<file path="src/rtl/ram_pkg.sv">
// ram_pkg: shared sizing defaults and port-index encoding for the
// two-port RAM arbiter and its priority sub-block.
package ram_pkg;

    localparam int unsigned AW_DEFAULT = 5;
    localparam int unsigned DW_DEFAULT = 4;
    localparam int unsigned NUM_PORTS  = 2;

    // Requester index; also the encoding of the round-robin priority bit.
    typedef enum logic {
        PORT0 = 1'b0,
        PORT1 = 1'b1
    } port_e;

    // The port that is not p.
    function automatic port_e other_port(input port_e p);
        return (p == PORT0) ? PORT1 : PORT0;
    endfunction

endpackage

</file>
<file path="src/rtl/rr_arb2.sv">
// rr_arb2: two-requester round-robin arbiter.
//   clk, rst_n : clock, asynchronous active-low reset
//   req[1:0]   : request per port
//   gnt[1:0]   : combinational one-hot (or zero) grant
// The grant depends only on req and the registered priority bit, and is
// forced to zero while reset is asserted.
module rr_arb2
    import ram_pkg::*;
(
    input  logic                 clk,
    input  logic                 rst_n,
    input  logic [NUM_PORTS-1:0] req,
    output logic [NUM_PORTS-1:0] gnt
);

    port_e                prio_q;
    port_e                prio_d;
    logic [NUM_PORTS-1:0] gnt_c;
    port_e                winner_c;

    // Grant selection and next priority
    always_comb begin
        gnt_c    = '0;
        winner_c = PORT0;
        prio_d   = prio_q;
        if (rst_n) begin
            if (req[PORT0] && req[PORT1]) begin
                gnt_c[prio_q] = 1'b1;
            end else begin
                gnt_c = req;
            end
        end
        // After any grant the other port becomes favoured; idle cycles hold.
        if (gnt_c != '0) begin
            winner_c = gnt_c[PORT1] ? PORT1 : PORT0;
            prio_d   = other_port(winner_c);
        end
    end

    assign gnt = gnt_c;

    // Priority register
    always_ff @(posedge clk or negedge rst_n) begin
        if (!rst_n) begin
            prio_q <= PORT0;
        end else begin
            prio_q <= prio_d;
        end
    end

endmodule

</file>
<file path="src/rtl/ram_arbiter.sv">
// ram_arbiter: shares one external single-port, async-read RAM between two
// requesters.
//   clk, rst_n             : clock, asynchronous active-low reset
//   reqN/weN/addrN/wdataN  : port N access request (held until granted)
//   gntN                   : combinational grant; access happens at the
//                            rising edge ending this cycle
//   rdataN/rvalidN         : registered read data and its one-cycle valid
//   ram_we/ram_a/ram_di    : combinational RAM controls (zero when idle)
//   ram_do                 : asynchronous RAM read data
module ram_arbiter
    import ram_pkg::*;
#(
    parameter int unsigned AW = AW_DEFAULT,
    parameter int unsigned DW = DW_DEFAULT
) (
    input  logic          clk,
    input  logic          rst_n,
    input  logic          req0,
    input  logic          req1,
    input  logic          we0,
    input  logic          we1,
    input  logic [AW-1:0] addr0,
    input  logic [AW-1:0] addr1,
    input  logic [DW-1:0] wdata0,
    input  logic [DW-1:0] wdata1,
    output logic          gnt0,
    output logic          gnt1,
    output logic [DW-1:0] rdata0,
    output logic [DW-1:0] rdata1,
    output logic          rvalid0,
    output logic          rvalid1,
    output logic          ram_we,
    output logic [AW-1:0] ram_a,
    output logic [DW-1:0] ram_di,
    input  logic [DW-1:0] ram_do
);

    logic [NUM_PORTS-1:0] req_c;
    logic [NUM_PORTS-1:0] gnt_c;

    logic [DW-1:0] rdata0_q, rdata0_d;
    logic [DW-1:0] rdata1_q, rdata1_d;
    logic          rvalid0_q, rvalid0_d;
    logic          rvalid1_q, rvalid1_d;

    assign req_c[PORT0] = req0;
    assign req_c[PORT1] = req1;

    rr_arb2 u_arb (
        .clk   (clk),
        .rst_n (rst_n),
        .req   (req_c),
        .gnt   (gnt_c)
    );

    assign gnt0 = gnt_c[PORT0];
    assign gnt1 = gnt_c[PORT1];

    // RAM port mux from the granted requester
    always_comb begin
        ram_we = 1'b0;
        ram_a  = '0;
        ram_di = '0;
        if (gnt_c[PORT0]) begin
            ram_we = we0;
            ram_a  = addr0;
            ram_di = wdata0;
        end else if (gnt_c[PORT1]) begin
            ram_we = we1;
            ram_a  = addr1;
            ram_di = wdata1;
        end
    end

    // Read-return capture: a granted read latches ram_do; data holds otherwise
    always_comb begin
        rvalid0_d = gnt_c[PORT0] && !we0;
        rvalid1_d = gnt_c[PORT1] && !we1;
        rdata0_d  = rdata0_q;
        rdata1_d  = rdata1_q;
        if (rvalid0_d) begin
            rdata0_d = ram_do;
        end
        if (rvalid1_d) begin
            rdata1_d = ram_do;
        end
    end

    always_ff @(posedge clk or negedge rst_n) begin
        if (!rst_n) begin
            rdata0_q  <= '0;
            rdata1_q  <= '0;
            rvalid0_q <= 1'b0;
            rvalid1_q <= 1'b0;
        end else begin
            rdata0_q  <= rdata0_d;
            rdata1_q  <= rdata1_d;
            rvalid0_q <= rvalid0_d;
            rvalid1_q <= rvalid1_d;
        end
    end

    assign rdata0  = rdata0_q;
    assign rdata1  = rdata1_q;
    assign rvalid0 = rvalid0_q;
    assign rvalid1 = rvalid1_q;

endmodule

</file>
<file path="config.mk">
export PLATFORM = sky130hd
export DESIGN_NAME = ram_arbiter
export DESIGN_NICKNAME = d
export VERILOG_FILES = /design/src/rtl/ram_pkg.sv /design/src/rtl/rr_arb2.sv /design/src/rtl/ram_arbiter.sv
export SDC_FILE = /design/constraint.sdc
export NUM_CORES = 1
export LEC_CHECK = 0
export ABC_CLOCK_PERIOD_IN_PS = 1300
export CAP_MARGIN = 20
export CORE_UTILIZATION = 26
export DETAILED_ROUTE_END_ITERATION = 6
export GPL_ROUTABILITY_DRIVEN = 0
export HOLD_SLACK_MARGIN = 0.15
export PLACE_DENSITY = 0.82
export SKIP_CTS_REPAIR_TIMING = 1
export SYNTH_ARGS = -nofsm -noshare
export SYNTH_HDL_FRONTEND = slang
export SYNTH_SLANG_ARGS = --single-unit
</file>
<file path="constraint.sdc">
create_clock -name clk -period 1.3 [get_ports clk]
set_input_delay 0.13 -clock clk [delete_from_list [all_inputs] [get_ports clk]]
set_output_delay 0.13 -clock clk [all_outputs]
set_load 0.005 [all_outputs]
</file>
### Word-level counts from Yosys, hierarchy flattened

Cells that the tools add are included.

| word-level totals | value |
|---|---|
| logic and storage cells | 26 |
| bits of input ports | 28 |
| memories kept | 0 |
| register bits after elaboration | 11 |
| bits in latches | 0 |
| bits in writable memories | 0 |
| memory bits (read-only) | 0 |

| operators by class | value |
|---|---|
| order comparisons | 2 |
| mux-type cells | 12 |
| reduce and logical (&&, ||, !) cells | 7 |
| divide/modulo/power cells | 0 |
| shift-type cells | 0 |
| add/subtract/negate cells | 0 |
| equal/unequal tests | 0 |
| multipliers | 0 |
| bitwise logic cells | 0 |

Operator list:

| operator | count |
|---|---|
| 5-bit 2-to-1 mux | 2 |
| 4-bit 2-to-1 mux | 2 |
| 1-bit 2-to-1 mux | 5 |
| 1-bit logical AND | 4 |
| 2-bit 2-to-1 mux | 2 |
| 1-bit logical NOT | 2 |
| 1-bit by 2-bit less-than comparator with 1-bit output, second input constant | 1 |
| 2-bit nonzero test | 1 |
| 1-bit demux with 1-bit select | 1 |
| 1-bit >= comparator, second input constant | 1 |

### Longest topological paths before layout

| logic depth | value |
|---|---|
| depth in word-level cells | 8 |
| gate-level depth with buffers | 4 |

### Cells and area by module

Synthesis repeated with hierarchy kept, for this count alone.

| unflattened totals | value |
|---|---|
| cell total of the unflattened synthesis | 47 |
| area, all modules | 585.6 µm² |

By module, submodules not included:

| module | area an instance (µm²) | times used | cells each | seq. area each (µm²) |
|---|---|---|---|---|
| ram_arbiter | 524.3 | 1 | 39 | 250.2 |
| rr_arb2 | 61.3 | 1 | 8 | 25.0 |

### Worst setup path before layout

OpenSTA, ideal clock, no wires.

| timing | value |
|---|---|
| path type | reg-to-reg |
| from | register u_arb.prio_q |
| to | register rdata1_q[0] (netlist: rdata1[0]) |
| path buffers | 0 |
| library setup time | 125 ps |
| clock period less this slack | 1279 ps |
| required time | 1175 ps |
| setup slack | 21 ps |
| cell stages (with the launch flop) | 4 |
| data arrival time | 1155 ps |
| cells stage by stage | dfrtp_1 -> inv_2 -> a211oi_4 -> mux2_2 |

| between the ends | value |
|---|---|
| word-level cells in the longest chain between the ends | 7 |
| elaborated cells on any way between the ends | 8 |
| classes of those cells | order compare: 2; mux: 4; reduce/logical: 2 |

RTL lines:

| what | line | text |
|---|---|---|
| start: declaration | rr_arb2.sv:16 | `port_e prio_q;` |
| start signal: assignment | rr_arb2.sv:47 | `prio_q <= prio_d;` |
| 1-bit by 2-bit less-than comparator with 1-bit output (not written as such) / 1-bit >= comparator (equally long branches) | rr_arb2.sv:28 | `gnt_c[prio_q] = 1'b1;` |
| 1-bit logical AND (not written as such) | rr_arb2.sv:28 |  |
| 1-bit 2-to-1 mux (not written as such) | rr_arb2.sv:28 |  |
| 1-bit demux with 1-bit select (*) | -- |  |
| 2-bit 2-to-1 mux (*) | rr_arb2.sv:27 | `if (req[PORT0] && req[PORT1]) begin` |
| 2-bit 2-to-1 mux (*) | rr_arb2.sv:26 | `if (rst_n) begin` |
| 1-bit logical AND (*) | ram_arbiter.sv:78 | `rvalid1_d = gnt_c[PORT1] && !we1;` |
| via rvalid1_d | ram_arbiter.sv:44 | `logic rvalid1_q, rvalid1_d;` |
| end signal: assignment | ram_arbiter.sv:97 | `rdata1_q <= rdata1_d;` |
| end: declaration | ram_arbiter.sv:42 | `logic [DW-1:0] rdata1_q, rdata1_d;` |

The timed path passes the listed nets; every way through them passes the cells marked *.
A chain may end at the register's enable or synchronous reset.

### Worst setup path after layout

| timing | value |
|---|---|
| from | register u_arb.prio_q |
| to | output port ram_we |

| between the ends | value |
|---|---|
| word-level cells in the longest chain between the ends | 8 |
| elaborated cells on any way between the ends | 9 |
| classes of those cells | order compare: 2; mux: 6; reduce/logical: 1 |

RTL lines:

| what | line | text |
|---|---|---|
| 1-bit by 2-bit less-than comparator with 1-bit output (not written as such) / 1-bit >= comparator (equally long branches) | rr_arb2.sv:28 |  |
| 1-bit logical AND (not written as such) | rr_arb2.sv:28 |  |
| 1-bit 2-to-1 mux (not written as such) | rr_arb2.sv:28 |  |
| 1-bit demux with 1-bit select (*) | -- |  |
| 2-bit 2-to-1 mux (*) | rr_arb2.sv:27 |  |
| 2-bit 2-to-1 mux (*) | rr_arb2.sv:26 |  |
| 1-bit 2-to-1 mux | ram_arbiter.sv:68 | `end else if (gnt_c[PORT1]) begin` |
| 1-bit 2-to-1 mux (*) | ram_arbiter.sv:64 | `if (gnt_c[PORT0]) begin` |
| end: declaration | ram_arbiter.sv:32 | `output logic ram_we,` |

Every way passes the cells marked *; elsewhere a longest branch is shown, timed or not.

==> run metrics <==
status=complete, but fails checks; failing checks=setup timing; TritonCTS clock tree=done; Port Buffers=just under 50; post-route worst hold slack=around 350 ps; max-capacitance violation count=0; origin of the critical flop-to-flop path=u_arb.prio_q$_DFFE_PN0P_; total placed instance area=between 1000 and 1500 sq um; detail-routed net length per standard cell=around 16 microns; Crit path arrival time=roughly 1400 ps; fin nets=~140; Starting Density=0.274; buffer depth of the longest clock path=2; number of inserted filler cells in the final layout=143; net count after synthesis=just under 70; Total Die Area=roughly 2200 sq um; area of the mapped netlist=533 sq um; setup repair after global routing missed its margin=true; insertion delay to the later sink of the worst-skew pair=around 260 ps; Seq cells post-synth=11; type of the worst setup path=reg2out; final setup violating endpoints=20; global-route wire length before repair=approximately 2.3 mm; Final TNS setup=-3650 ps; Max IR drop VDD=614 uV; number of slew-limit violations in the final report=0; worst slew slack as a fraction of its limit=0.831; worst-case clock skew=approximately 4 ps; time the worst path needs with I/O delays and setup=~1600 ps; gr ovfl total=0; mean number of vias per cell=about 4.6; final instance count without filler cells=about 140; timing-limited maximum frequency=636 MHz; total clock sinks=11; launching element type of the critical path=register; Hold Vio Cnt, Final=0; leading cell type in the layout, fill and taps excluded=clkdlybuf4s50_1; Pwr Total=~1.2 mW; CP Data Required Time=around 1200 ps; die outline width=between 40 and 50 microns; antenna-violating nets left=0; largest fanout on the critical path=6; post-route cell area=1280 sq um; overall global routing resource usage=0.156; share of post-route cells with drive strength above 1=0.438; count of vias placed by the detailed router=around 640; pin count of the biggest net entering global routing=12; pre-CTS WS=-597 ps; Worst Hold Class=in2reg; fraction of the core area covered by cells at the end of the flow=0.659; synthesis-to-layout area growth=140%; number of core rows=16; mean instance size in the synthesized netlist=approximately 13 sq um; worst reg2reg path endpoint=rdata1[0]$_DFFE_PN0P_; Reg clk slew, reported paths=about 70 ps; initial antenna violation count=0; detailed-router iteration count before antenna repair=1; antenna cells=0; Worst Hold Depth=3; reg2reg path depth=6; Total Wirelength=2.24 mm; die boundary height=approximately 47 microns; hold path start=req0; worst setup slack for register-to-register paths=-250 ps; Leakage Power=about 0.65 nW; Slew @ Worst Pin=about 250 ps; TritonCTS Buffers=3; H-tree depth=1; synthesized instance count=40; master cell of the clock root buffer=clkbuf_4; pwr dens=roughly 960 nW/um^2; number of ports placed on the die boundary=50; crit path capture type=output port; via count of the first global-routing pass=roughly 530; sequential element share of the synthesized area=0.516; commonest cells after routing, fill and taps aside=clkdlybuf4s50_1, buf_6, buf_4, dfrtp_1, a22o_1; detailed router's first-iteration violation count=0; smallest setup slack after layout=-272 ps; core region area=1940 sq um; Unique masters post-synth=9; endpoint of the worst hold path=rvalid1$_DFF_PN0_; sum of net half-perimeters after detailed placement=between 1 and 1.5 mm; Ys Warns=0; dpl cells=approximately 120; final cycle utilization of the critical path=1.21; number of remaining DRC errors=0
[cells in the mapped netlist]
| cell type | n | area (sq um) |
|---|---|---|
| o21ai_0 | 1 | 5.00 |
| nand2_1 | 3 | 11.3 |
| dfrtp_1 | 11 | 275 |
| a21oi_1 | 2 | 10.0 |
| mux2_2 | 8 | 90.1 |
| a22o_1 | 10 | 87.6 |
| inv_2 | 1 | 3.75 |
| buf_2 | 2 | 10.0 |
| a211oi_4 | 2 | 40.0 |
[final cells by class]
class	instances	area, sq um	area share
tap	27	33.8	0.0264
inverter	1	3.75	0.00294
sequential	11	275	0.215
clock inverter	1	5.00	0.00391
multi-input combinational	26	282	0.220
clock buffer	3	22.5	0.0176
timing repair buffer	70	657	0.514
[critical path, cell delays in order (launching register included)]
cell and delay [ps]:
dfrtp_1 440, inv_2 110, a21oi_4 60, buf_6 140, buf_6 100, a22o_1 200, buf_2 130
[sequential cells by signal (all words and copies together) (netlist names)]
name          count
rdata1            4
rvalid1           1
rdata0            4
rvalid0           1
u_arb.prio_q      1
[layer usage]
layer  wire length (microns)  track usage  share of wire
met3                     268       0.0769           0.12
met1                     770        0.155           0.34
met2                    1160        0.266           0.52
met4                      42       0.0857          0.019
met5                       0            0              0
[cells by family (layout without fill, tap and decap cells)]
kind of cell / Yosys count / count (layout) / synth area share
buffers and inverters: 3 / 75 / 0.0258
muxes: 8 / 8 / 0.169
DFF: 11 / 11 / 0.516
AOI/OAI and AO/OA: 15 / 15 / 0.268
and+or+nand+nor: 3 / 3 / 0.0211
[worst max path at each step]
stage	cells after the start	to	start
4_1_cts	6	ram_di[2]	req0
3_3_place_gp	6	ram_di[2]	req0
3_5_place_dp	6	ram_di[2]	req0
6_report	6	ram_we	u_arb.prio_q$_DFFE_PN0P_
5_1_grt	6	ram_we	u_arb.prio_q$_DFFE_PN0P_
2_1_floorplan	3	rdata1[0]$_DFFE_PN0P_	u_arb.prio_q$_DFFE_PN0P_
[where the power goes]
part,switching (mW),internal [mW]
clock network,0.114,0.114
logic,0.171,0.371
registers,0.0440,0.414
Power figures use the tool's default switching activity.
